--- src/rtl/note_step_scheduler_if.sv ---
// Request/acknowledge link between the step scheduler (master) and the shared
// tone-voice generator (slave).
interface note_step_scheduler_if;
  logic       req;
  logic [2:0] pitch;
  logic       ack;

  modport master (output req, output pitch, input ack);
  modport slave  (input req, input pitch, output ack);
endinterface

--- src/rtl/note_step_scheduler.sv ---
// Column-sweeping step sequencer: each column's active rows are sent one at a time
// to a shared voice generator. Optional per-row enable via NOTE_STEP_SCHEDULER_ROWMASK_EN.
module note_step_scheduler #(
  parameter int unsigned STEP_CYCLES = 5000000,
  parameter int unsigned CNT_W       = 23
) (
  input  logic                         iCLK,
  input  logic                         iRST,
  input  logic [63:0]                  iNote,
  input  logic                         iNote_valid,
  input  logic                         iStart,
  input  logic                         iStop,
`ifdef NOTE_STEP_SCHEDULER_ROWMASK_EN
  input  logic [7:0]                   iRow_mask,
`endif
  note_step_scheduler_if.master        voice,
  output logic [2:0]                   oStep,
  output logic                         oBar,
  output logic                         oOverrun,
  output logic                         oBusy
);

  typedef enum logic [1:0] {StIdle, StSnap, StIssue, StWait} state_e;

  state_e           state_q;
  logic [63:0]      shadow_q;
  logic [7:0]       pend_q;
  logic [CNT_W-1:0] cnt_q;
  logic [2:0]       col_q;
  logic [2:0]       step_q;
  logic             bar_q;
  logic             overrun_q;
  logic             busy_q;
  logic             req_q;
  logic [2:0]       pitch_q;

  logic [7:0]       row_en;
  logic [7:0]       pend_snap;
  logic [7:0]       pend_left;
  logic             ack_fire;
  logic             expiry;

  function automatic logic [2:0] lowest_set(input logic [7:0] v);
    logic [2:0] idx;
    idx = '0;
    for (int i = 7; i >= 0; i--) begin
      if (v[i]) idx = 3'(i);
    end
    return idx;
  endfunction

  always_comb begin
`ifdef NOTE_STEP_SCHEDULER_ROWMASK_EN
    row_en = iRow_mask;
`else
    row_en = 8'hFF;
`endif
    // Grid bit for (row r, column c) lives at index {r, c}.
    for (int r = 0; r < 8; r++) begin
      pend_snap[r] = shadow_q[{3'(r), col_q}] & row_en[r];
    end
    ack_fire  = req_q & voice.ack;
    pend_left = pend_q;
    if (ack_fire) pend_left = pend_q & ~(8'b1 << pitch_q);
    expiry    = (cnt_q == CNT_W'(STEP_CYCLES - 1));
  end

  always_ff @(posedge iCLK or posedge iRST) begin
    if (iRST) begin
      state_q   <= StIdle;
      shadow_q  <= '0;
      pend_q    <= '0;
      cnt_q     <= '0;
      col_q     <= '0;
      step_q    <= '0;
      bar_q     <= 1'b0;
      overrun_q <= 1'b0;
      busy_q    <= 1'b0;
      req_q     <= 1'b0;
      pitch_q   <= '0;
    end else begin
      bar_q <= 1'b0;
      if (iNote_valid) shadow_q <= iNote;

      if (iStop) begin
        state_q <= StIdle;
        busy_q  <= 1'b0;
        req_q   <= 1'b0;
        pend_q  <= '0;
        col_q   <= '0;
        step_q  <= '0;
        cnt_q   <= '0;
      end else if (iStart) begin
        // Start and restart share one path; an in-flight request is dropped.
        state_q   <= StSnap;
        busy_q    <= 1'b1;
        req_q     <= 1'b0;
        pend_q    <= '0;
        col_q     <= '0;
        cnt_q     <= '0;
        overrun_q <= 1'b0;
      end else begin
        unique case (state_q)
          StIdle: begin
          end
          StSnap: begin
            step_q  <= col_q;
            pend_q  <= pend_snap;
            req_q   <= |pend_snap;
            pitch_q <= lowest_set(pend_snap);
            state_q <= (|pend_snap) ? StIssue : StWait;
            cnt_q   <= cnt_q + CNT_W'(1);
          end
          StIssue, StWait: begin
            if (expiry) begin
              // An ack landing in the expiry cycle still counts as delivered.
              if (|pend_left) overrun_q <= 1'b1;
              cnt_q   <= '0;
              col_q   <= col_q + 3'd1;
              bar_q   <= (col_q == 3'd7);
              state_q <= StSnap;
              req_q   <= 1'b0;
              pend_q  <= '0;
            end else begin
              cnt_q <= cnt_q + CNT_W'(1);
              if (state_q == StIssue) begin
                if (ack_fire) begin
                  pend_q <= pend_left;
                  req_q  <= 1'b0;
                  if (pend_left == '0) state_q <= StWait;
                end else if (!req_q) begin
                  req_q   <= 1'b1;
                  pitch_q <= lowest_set(pend_q);
                end
              end
            end
          end
          default: state_q <= StIdle;
        endcase
      end
    end
  end

  assign voice.req   = req_q;
  assign voice.pitch = pitch_q;
  assign oStep       = step_q;
  assign oBar        = bar_q;
  assign oOverrun    = overrun_q;
  assign oBusy       = busy_q;

endmodule

--- src/flat_wrapper.sv ---
// flat-port wrapper written by rule: the top's interface ports become plain ports
module note_step_scheduler_flat 
#(
  parameter int unsigned STEP_CYCLES = 5000000,
  parameter int unsigned CNT_W       = 23
)
  (iCLK, iRST, iNote, iNote_valid, iStart, iStop, oStep, oBar, oOverrun, oBusy, voice_req, voice_pitch, voice_ack);
  note_step_scheduler_if voice_i ();
  input  logic iCLK;
  input  logic iRST;
  input  logic [63:0] iNote;
  input  logic iNote_valid;
  input  logic iStart;
  input  logic iStop;
  output logic [2:0] oStep;
  output logic oBar;
  output logic oOverrun;
  output logic oBusy;
  output wire logic [$bits(voice_i.req)-1:0] voice_req;
  output wire logic [$bits(voice_i.pitch)-1:0] voice_pitch;
  input wire logic [$bits(voice_i.ack)-1:0] voice_ack;
  assign voice_req = voice_i.req;
  assign voice_pitch = voice_i.pitch;
  assign voice_i.ack = voice_ack;
  note_step_scheduler #(.STEP_CYCLES(STEP_CYCLES), .CNT_W(CNT_W)) u_core (.iCLK(iCLK), .iRST(iRST), .iNote(iNote), .iNote_valid(iNote_valid), .iStart(iStart), .iStop(iStop), .voice(voice_i), .oStep(oStep), .oBar(oBar), .oOverrun(oOverrun), .oBusy(oBusy));
endmodule
--- config.mk ---
export PLATFORM = sky130hd
export DESIGN_NAME = note_step_scheduler_flat
export DESIGN_NICKNAME = d
export VERILOG_FILES = /design/src/rtl/note_step_scheduler_if.sv /design/src/rtl/note_step_scheduler.sv /design/src/flat_wrapper.sv
export SDC_FILE = /design/constraint.sdc
export NUM_CORES = 1
export LEC_CHECK = 0
export CORE_MARGIN = 8
export CORE_UTILIZATION = 25
export DETAILED_ROUTE_END_ITERATION = 10
export DONT_BUFFER_PORTS = 1
export GPL_TIMING_DRIVEN = 0
export PLACE_DENSITY = 0.37
export SYNTH_ARGS = -nofsm -noshare
export SYNTH_HDL_FRONTEND = slang
export SYNTH_SLANG_ARGS = --single-unit
--- constraint.sdc ---
create_clock -name iCLK -period 7.65 [get_ports iCLK]
set_input_delay 0.765 -clock iCLK [delete_from_list [all_inputs] [get_ports iCLK]]
set_output_delay 0.765 -clock iCLK [all_outputs]
set_load 0.005 [all_outputs]
-- After elaboration in Yosys (flattened, before gate mapping)
Cells that the tools add are included.
- reductions and logical operators: 20
- magnitude comparators: 8
- multiplexer cells: 79
- bitwise logic cells: 5
- shift operators: 1
- eq/ne operators: 13
- $add $sub $neg: 2
- operator list (operator ; number):
    $mux 3 ; 27
    $mux 23 ; 3
    $mux 8 ; 6
    $pmux 23 s2 ; 1
    $lt 6x7->1 const B ; 4
    $bmux 1 s3 ; 8
    $mux 1 ; 24
    $add 23x1->23 const B ; 1
    $eq 23x23->1 const B ; 1
    $pmux 8 s2 ; 1
    $reduce_or 8->1 ; 2
    $ne 5x3->1 const B ; 3
    $lt 5x7->1 const B ; 2
    $mux 2 ; 6
    $reduce_bool 2->1 ; 6
    $and 8x8->8 ; 1
    $logic_not 8->1 ; 1
    $not 8->8 ; 1
    $reduce_and 4->1 ; 2
    $shl 1x3->8 const A ; 1
    $lt 3x7->1 const B ; 1
    $lt 4x7->1 const B ; 1
    $reduce_and 7->1 ; 1
    $ne 2x2->1 const B ; 3
    15 further kinds ; 21
- output and inout bits: 10
- flip-flop bits (word level): 110
- bits of input ports: 70
- word-level logic and storage cells: 139

-- Logic depth before layout (Yosys ltp)
Gate-level depths: netlist of the first run.
- word-level depth: 13
- mapped depth: 8
- depth with buffers taken out: 8

-- Worst setup path after synthesis of the first run
Ideal clock, no wire load.
- path kind: register to register
- from: register u_core.cnt_q[10]
- to: register u_core.state_q[0]
- period minus slack after synthesis: 2.125 ns
- data required time: 7.518 ns
- setup time: 0.132 ns
- data arrival time: 1.993 ns
- buffers on the path: 0
- path slack: 5.525 ns
- stages on the path, launching flop included: 7
- cells stage by stage: dfrtp_1 -> or4b_4 -> nor4_4 -> nand4_4 -> a21o_1 -> a2111oi_4 -> a211oi_2
- word-level cells in the longest chain between the ends: 5
- elaborated cells on any way between the ends: 9
- those cells by class: eq/ne (4); mux (4); reduce/logical (1)
- ends and longest elaborated chain (item ; line ; text):
    start, declared ; note_step_scheduler.sv:28 ; logic [CNT_W-1:0] cnt_q;
    start signal, assigned ; note_step_scheduler.sv:112 ; cnt_q <= cnt_q + CNT_W'(1);
    start signal, assigned ; note_step_scheduler.sv:125 ; cnt_q <= cnt_q + CNT_W'(1);
    $eq 23x23->1 * ; note_step_scheduler.sv:65 ; expiry = (cnt_q == CNT_W'(STEP_CYCLES - 1));
    $mux 2 ; note_step_scheduler.sv:115 ; if (expiry) begin
    $pmux 2 s2 ; note_step_scheduler.sv:103 ; unique case (state_q)
    $mux 2 ; note_step_scheduler.sv:93 ; end else if (iStart) begin
    $mux 2 ; note_step_scheduler.sv:85 ; if (iStop) begin
    end signal, assigned ; note_step_scheduler.sv:86 ; state_q <= StIdle;
    end signal, assigned ; note_step_scheduler.sv:95 ; state_q <= StSnap;
    end signal, assigned ; note_step_scheduler.sv:121 ; state_q <= StSnap;
    end, declared ; note_step_scheduler.sv:25 ; state_e state_q;
Mark *: on every way between the ends. The rest lies on a longest branch, timed or not.
A chain may end at the register's enable or synchronous reset.

-- Worst setup path in the final report of the first run
- from: register u_core.col_q[2]
- to: register u_core.pitch_q[0] (netlist: u_core.voice.pitch[0])
- word-level cells in the longest chain between the ends: 11
- elaborated cells on any way between the ends: 25
- those cells by class: mux (25)
- ends and longest elaborated chain (item ; line ; text):
    start, declared ; note_step_scheduler.sv:29 ; logic [2:0] col_q;
    start signal, assigned ; note_step_scheduler.sv:119 ; col_q <= col_q + 3'd1;
    $bmux 1 s3 ; note_step_scheduler.sv:60 ; pend_snap[r] = shadow_q[{3'(r), col_q}] & row_en[r];
    $mux 1 (not written as such) ; note_step_scheduler.sv:60 ;
    $mux 3 (7 in series) ; note_step_scheduler.sv:47 ; if (v[i]) idx = 3'(i);
    $mux 3 * ; note_step_scheduler.sv:47 ;
    $pmux 3 s2 * ; note_step_scheduler.sv:103 ;
    end signal, assigned ; note_step_scheduler.sv:110 ; pitch_q <= lowest_set(pend_snap);
    end signal, assigned ; note_step_scheduler.sv:133 ; pitch_q <= lowest_set(pend_q);
    end, declared ; note_step_scheduler.sv:35 ; logic [2:0] pitch_q;
Mark *: on every way between the ends. The rest lies on a longest branch, timed or not. The select of a mux whose other input is x is not followed.

==> impl_summary.md, run 1 <==
Synth
After synthesis, the share of flip-flops with an asynchronous set or reset is 100.0%. After synthesis, the largest family of logic cells by area is multiplexers. Synthesis produced 517 cells. The synthesized area per cell is 11.45 µm².

The area share of fa/ha/maj cells after synthesis is 1.691%. The number of synthesized flops with an enable pin is 0. The synthesized net count is 595. In this run the cell area of the synthesized design comes to 5918 µm². The number of synthesized register bits is 110. After Yosys synthesis, XOR and XNOR cells account for 2.516% of the synthesized area.

The share of the synthesized area in compound gates (AO/OA/AOI/OAI) is 9.429%. The count of unique library cells instantiated by Yosys is 61. In the synthesized netlist, mux cells make up 22.07% of the area.

The area share of and/or/nand/nor cells after synthesis is 15.20%. The flip-flop cell with the highest count after synthesis is sky130_fd_sc_hd__dfrtp_1. The number of warnings printed during yosys synthesis is 0. The sequential fraction of the synthesis area is 46.51%.

STA
The max-slew violation total from the final report is 0. Timing would allow up to 367.2 MHz. After layout, the worst path uses 35.60% of the clock period. Subtracting the final worst setup slack from the clock period gives 2.724 ns. The final number of hold-violating endpoints is 0.

The worst relative slew slack is 40.17%. Setup repair after global routing left no endpoint under its margin. The worst-case hold slack is 0.2990 ns. Clock skew on the completed layout was measured at 0.006018 ns. The aggregate negative setup slack is 0 ns. The measured slew at the worst slew-check pin is 0.8850 ns. Setup slack closes at 4.926 ns.

Setup violations remaining at the end of the flow were counted as 0.

Die
Row generation in the floorplan step produced 56 rows. The core area is 23330 µm². The chip height is 169.9 µm.

The full die area is 28850 µm². From left edge to right edge, the die measures 169.9 µm. The initial standard-cell utilization of the core is 25.36%. The top-level port count is 80.

Cells and area
The multi-input combinational cells in the finished layout cover a total of 3013 µm². Fill cells in the final layout number 2411. Compared with the post-synthesis result, the final layout area differs by 12.88%. The register area is 2753 µm².

The library cell used most frequently in the layout, excluding fill and tap cells, is sky130_fd_sc_hd__dfrtp_1. The share of cells above drive strength 1 is 25.09%. The library cells used most frequently in the layout, excluding fill and tap cells, are sky130_fd_sc_hd__dfrtp_1 (110), sky130_fd_sc_hd__mux2_2 (70), sky130_fd_sc_hd__nor2_1 (61), sky130_fd_sc_hd__a21oi_1 (37).

At the end of the flow, the number of nets in the layout was 607.

Setup path
The required time of the worst setup path is 7.90 ns. The worst-case register-to-register setup slack is 4.93 ns. The number of cells on the worst reg-to-reg path is 7.

The endpoint arrival time on the critical path is 2.98 ns. The element type at the critical path start is a flip-flop. By startpoint and endpoint, the worst setup path is classified as reg -> reg. The startpoint identified for the worst register-to-register timing path is u_core.col_q[2]. The end of the worst register-to-register path is u_core.voice.pitch[0].

STA classifies the critical path endpoint as a flip-flop. In this run the worst path has a maximum fanout of 10.

Power
The power share of the sequential group is 48.3%. The net switching fraction of the power is 28.52%. Cell internal power was estimated by the tool at 0.9935 mW.

The worst voltage drop across the vdd grid is 0.09786 mV. The power per cell area is 208.1 nW/µm². Of the total power, the clock network draws 36.7%. The relative contribution of combinational cells to total power is 15.0%.

The analysis attributes to cell leakage a power of 2.591 nW. The total design power is 1.390 mW. The net switching component of the power is 0.3965 mW.

Routing
Dividing the detail-routed via count by the number of cells gives 4.824. The DRC violation total after the first TritonRoute iteration is 213. The residual antenna-violating net count after detailed routing is 0. The aggregate routed wire length is 16520 µm. The post-route DRC violation count is 0. The count of TritonRoute iterations in the first routing pass is 5. Dividing the detail-routed wire length by the instance count gives 19.30 µm. The total vias in the final route is 4129.

Global route
The via count of the first global-routing pass came to 4324. The total overflow left after global routing is 0. The global routing usage summed across all routing layers is 11.86%. The initial antenna violation count came to 11. The wire length of the first global-routing pass is 26350 µm. Entering global routing, the biggest net connects 63 pins.

CTS
The number of hold buffers added after cts is 0. For this design, the sink count on the clock tree is 110. The clock network latency to the later pin of the worst-skew pair is 0.36 ns. The number of gates resized after CTS was 0. The number of buffers created by CTS is 9. The total number of H-tree levels is 3. Clock-pin slew was measured on the worst setup and hold paths at 0.08 ns. Counting along the longest clock path gives a buffer depth of 2. The number of setup buffers added after CTS is 0. The root buffer cell is sky130_fd_sc_hd__clkbuf_16. TritonCTS built the clock tree.

Placement
The routability-driven placement congestion ratio is 0.7727. The post-placement worst setup slack is 4.869 ns. Port buffering added 0 buffers. Summed over all nets, the half-perimeter wirelength after detailed placement is 12470 µm.

Flow run
Max-cap violations in this run came to 0.

Outcome
The flow ran to the end, and the final reports show no timing, DRC or antenna violations.

Worst hold path
The kind of path behind the tightest hold check is in -> async.
[registers in the layout, summed over array words and instances, names as in the netlist]
signal / flops
u_core.col_q: 3
u_core.oStep: 3
u_core.oOverrun: 1
u_core.shadow_q: 64
u_core.oBusy: 1
u_core.pend_q: 8
u_core.state_q: 2
u_core.cnt_q: 23
u_core.voice.req: 1
u_core.voice.pitch: 3
u_core.oBar: 1
[cell families (layout without fill, tap and decap cells)]
logic type | after synthesis | in the layout
buffers and inverters | 36 | 53
xor gates and xnor gates | 17 | 17
other | 0 | 3
and+or+nand+nor | 165 | 165
muxes | 98 | 98
AOI/OAI and AO/OA | 83 | 83
DFF | 110 | 110
adders and majority gates | 8 | 8
[power groups by stage]
stage / combinational, mW / clock [mW] / sequential [mW]
3_5_place_dp: 0.211 / 0 / 0.684
5_1_grt: 0.233 / 0.554 / 0.680
4_1_cts: 0.212 / 0.535 / 0.672
6_report: 0.209 / 0.511 / 0.671
2_1_floorplan: 0.165 / 0 / 0.664
3_3_place_gp: 0.206 / 0 / 0.682
[worst max-delay path by stage]
stage,startpoint,to,slack [ns],depth (start not counted)
2_1_floorplan,iRST,u_core.cnt_q[0],3.98,1
3_3_place_gp,iRST,u_core.voice.pitch[2],2.51,1
3_5_place_dp,u_core.col_q[2],u_core.voice.pitch[0],4.87,7
4_1_cts,u_core.col_q[2],u_core.voice.pitch[0],4.84,7
5_1_grt,u_core.col_q[2],u_core.voice.pitch[0],4.72,7
6_report,u_core.col_q[2],u_core.voice.pitch[0],4.93,7
[routing by layer]
| layer | vias to the layer above | GRT usage, % | share of wire [%] |
|---|---|---|---|
| li1 | 1917 | - | - |
| met1 | 2075 | 14.82 | 44 |
| met2 | 94 | 18.31 | 46 |
| met3 | 25 | 5.514 | 8.5 |
| met4 | 18 | 2.770 | 0.74 |
| met5 | - | 0 | 0.74 |
[stage by stage]
| stage | instance area [µm²] | util (%) | cells |
|---|---|---|---|
| CTS | 6673 | 28.60 | 853 |
| finish | 6680 | 28.63 | 856 |
| global placement | 6317 | 27.08 | 836 |
| floorplan | 5918 | - | 517 |
| global route | 6678 | 28.62 | 855 |
| detailed placement | 6350 | 27.21 | 837 |
[synthesized netlist by cell type (all sizes together) (6+ instances only)]
cell type | instances | share of area (%)
a21oi | 37 | 3.1
buf | 12 | 1.1
clkbuf | 14 | 0.89
dfrtp | 110 | 47
ha | 8 | 1.7
inv | 10 | 0.63
mux2 | 70 | 13
mux2i | 9 | 1.5
mux4 | 19 | 7.2
nand2 | 16 | 1.0
nand3 | 13 | 1.1
nand4 | 7 | 0.99
nor2 | 61 | 3.9
nor2b | 6 | 0.63
nor3 | 20 | 1.8
nor3b | 7 | 0.89
o21ai | 15 | 1.3
xor2 | 12 | 1.8
[worst max-delay path, stage by stage, from the launching register on]
cell,delay [ns]
sky130_fd_sc_hd__dfrtp_1,0.36
sky130_fd_sc_hd__clkbuf_1,0.41
sky130_fd_sc_hd__buf_1,0.60
sky130_fd_sc_hd__mux4_2,0.41
sky130_fd_sc_hd__mux2i_1,0.24
sky130_fd_sc_hd__nor2_1,0.11
sky130_fd_sc_hd__o2111a_1,0.29
sky130_fd_sc_hd__a221oi_1,0.21
[area by class of cell]
cell class	instances	area share (%)
buffer	26	1.723
antenna	3	0.1124
inverter	10	0.6368
multi-input combinational	371	45.10
clock inverter	6	1.255
sequential	110	41.21
clock buffer	10	3.577
timing repair buffer	1	0.4121
tap	319	5.975
Power figures use the tool's default switching activity.
==> run 2: changes to the inputs <==
==> constraint.sdc (replaced) <==
create_clock -name iCLK -period 2.75 [get_ports iCLK]
set_input_delay 0.275 -clock iCLK [delete_from_list [all_inputs] [get_ports iCLK]]
set_output_delay 0.275 -clock iCLK [all_outputs]
set_load 0.005 [all_outputs]
==> impl_summary.md, run 2 (synthesis gave the netlist of run 1 again) <==
CTS
The maximum root-to-sink buffer count is 2 (unchanged). The number of buffers created by CTS is 9 (unchanged). The post-CTS clock slew at the launch and capture registers of the worst setup and hold paths is 0.09 ns (about the same). The buffer count from post-CTS setup fixing is 0 (unchanged).

TritonCTS built the clock tree. The number of clock sinks was 110 (unchanged). The root buffer cell is sky130_fd_sc_hd__clkbuf_16. The clock network latency to the later pin of the worst-skew pair came to 0.36 ns (about the same).

The total number of H-tree levels is 3 (unchanged).

Global route
The sum of overflow across all layers after global routing is 0 (unchanged). The initial antenna violation count came to 12 (+1). The via count of the first global-routing pass was 4320 (-0.093%). The wire length of the first global-routing pass came to 25590 µm (-2.9%). The largest net degree at the start of global routing is 38 (-40%).

The global routing usage summed across all routing layers is 11.65% (-0.21 points).

Setup path
The kind of cell with the highest combined delay along the critical path is multiplexers. The number of buffers and inverters on the critical path was 1 (-1). The worst setup path is captured at a flip-flop. The critical path's most frequent cell is sky130_fd_sc_hd__mux2_2. The highest fanout seen on the critical path is 8 (-2). The required time of the worst setup path is 3.00 ns (-4.90 ns). The endpoint arrival time on the critical path is 2.81 ns (-0.17 ns).

The worst setup path is launched from a flip-flop. The critical path's slowest cell is sky130_fd_sc_hd__mux4_2. Traced cell by cell, the critical path runs through buf_2, mux4_2, mux2_2, nor3_2, o32ai_1, mux2_2. The kind of critical path is reg -> reg. The longest individual stage delay on the worst path came to 0.57 ns (-0.03 ns).

STA
The worst relative slew slack is 43.96% (+3.8 points). The final number of hold-violating endpoints was 0 (unchanged). The total setup violations reported at the end of the flow is 0 (unchanged). The measured slew at the worst slew-check pin is 0.8290 ns (-0.05607 ns). The largest clock skew in the final design is 0.01457 ns (+0.008549 ns).

The aggregate negative setup slack is 0 ns (unchanged). The max-slew violation total from the final report came to 0 (unchanged). The upper clock frequency limit was 391.6 MHz (+6.7%). The minimum clock period after layout is 2.554 ns (-0.1700 ns).

Setup repair after global routing left no endpoint under its margin. The post-route clock period utilization came to 92.86% (+57 points).

Cells and area
The utilization after layout is 28.80% (+0.17 points). The number of flip-flops under the largest register name was 64 (unchanged). The share of cells above drive strength 1 came to 25.46% (+0.37 points). The final standard cell count with taps included and fillers excluded is 859 (+0.35%). The largest registers in the layout are u_core.shadow_q x64, u_core.cnt_q x23, u_core.pend_q x8. The number of nets at the end of the flow is 611 (+0.66%). Ranked by flip-flop count, first place goes to u_core.shadow_q.

The most common library cell in the layout ignoring fill and taps is sky130_fd_sc_hd__dfrtp_1. The top cell types in the final layout, fill and taps aside, are sky130_fd_sc_hd__dfrtp_1 (110), sky130_fd_sc_hd__mux2_2 (70), sky130_fd_sc_hd__nor2_1 (61), sky130_fd_sc_hd__a21oi_1 (37). The area growth from synthesis to layout is 13.55%.

Routing
The count of TritonRoute iterations in the first routing pass is 4 (-1). The average wire per cell in the routed design is 19.23 µm (-0.36%). The post-route DRC violation count is 0 (unchanged). The DRC violation total after the first TritonRoute iteration is 224 (+5.2%). The residual antenna-violating net count after detailed routing is 0 (unchanged). The mean number of vias per cell is 4.857 (+0.69%). The total vias in the final route came to 4172 (+1.0%). The aggregate routed wire length was 16520 µm (about the same).

Power
The worst voltage drop across the vdd grid came to 0.2625 mV (+170%). The power per cell area is 568.1 nW/µm² (+170%). The standby leakage power is 2.606 nW (+0.59%).

Die
The horizontal die dimension is 169.9 µm (unchanged). The initial standard-cell utilization of the core is 25.36% (unchanged). The floorplan row count is 56 (unchanged). The top-level port count came to 80 (unchanged). The full die area came to 28850 µm² (unchanged).

The core area was 23330 µm² (unchanged). The chip height is 169.9 µm (unchanged).

Placement
The routability-driven placement congestion ratio was 0.7667 (-0.78%). The port buffer count was 0 (unchanged). The half-perimeter wire length of the detailed placement result is 12600 µm (+1.1%). The post-placement cell count is 839 (+0.24%).

Outcome
The run finished with clean final reports.

Flow run
The total of max-cap violations is 0 (unchanged).

Worst hold path
The path class of the tightest hold or removal check is in -> reg.
## run 2: path summary, 6_finish.rpt
| kind | start | endpoint | slack (ns) | cells after the start |
|---|---|---|---|---|
| min | iStart | u_core.oBusy | 0.05 | 2 |
| min in group asynchronous | iRST | u_core.cnt_q[9] | 0.41 | 2 |
| min reg2reg | u_core.shadow_q[48] | u_core.shadow_q[48] | 0.51 | 1 |
| max in group asynchronous | iRST | u_core.oBusy | 1.54 | 4 |
| max reg2reg | u_core.col_q[0] | u_core.voice.pitch[2] | 0.20 | 6 |
| max | u_core.col_q[0] | u_core.voice.pitch[2] | 0.20 | 6 |
## run 2: final cells by class
type	count	area, µm²
repair buffers	5	87.58
inverters	10	41.29
fillers	2424	16610
plain buffers	26	116.4
diodes	2	5.005
well taps	319	399.1
flip-flops and latches	110	2753
clock buffers	9	225.2
multi-input cells	371	3013
clock inverters	7	80.08
## run 2: worst register-to-register path: stages (launching register included)
cell and delay, ns:
sky130_fd_sc_hd__dfrtp_1 0.36, sky130_fd_sc_hd__buf_2 0.31, sky130_fd_sc_hd__mux4_2 0.58, sky130_fd_sc_hd__mux2_2 0.33, sky130_fd_sc_hd__nor3_2 0.42, sky130_fd_sc_hd__o32ai_1 0.17, sky130_fd_sc_hd__mux2_2 0.28
## run 2: report_power, final
part           internal [mW]  switching, mW
Sequential              1.74          0.126
Clock                  0.656          0.705
Combinational          0.277          0.315
Total                   2.67           1.15
## run 2: through the flow
| step | total power, mW | worst slack, ns | instance area (µm²) | hold WS [ns] |
|---|---|---|---|---|
| floorplan | 2.309 | 0.6254 | 5922 | 0.3611 |
| global placement | 2.474 | 0.04449 | 6321 | 0.3637 |
| detailed placement | 2.495 | 0.007098 | 6389 | 0.1908 |
| CTS | 3.896 | 0.1804 | 6715 | 0.03563 |
| global route | 4.021 | 0.06361 | 6718 | 0.03341 |
| finish | 3.818 | 0.1964 | 6720 | 0.05148 |
## run 2: layer usage
| metal | global-route usage, % | routed length [µm] | up-vias |
|---|---|---|---|
| met5 | 0 | 149 | - |
| met4 | 3.809 | 249 | 22 |
| met3 | 4.611 | 1294 | 35 |
| met2 | 18.24 | 7760 | 93 |
| met1 | 14.44 | 7062 | 2094 |
| li1 | - | - | 1928 |
## run 2: timing repair
action / CTS / global route
resized for setup: 1 / 0
hold buffers: 2 / 0
endpoints found under the hold margin: 18 / 0
endpoints found under the setup margin: 1 / 0
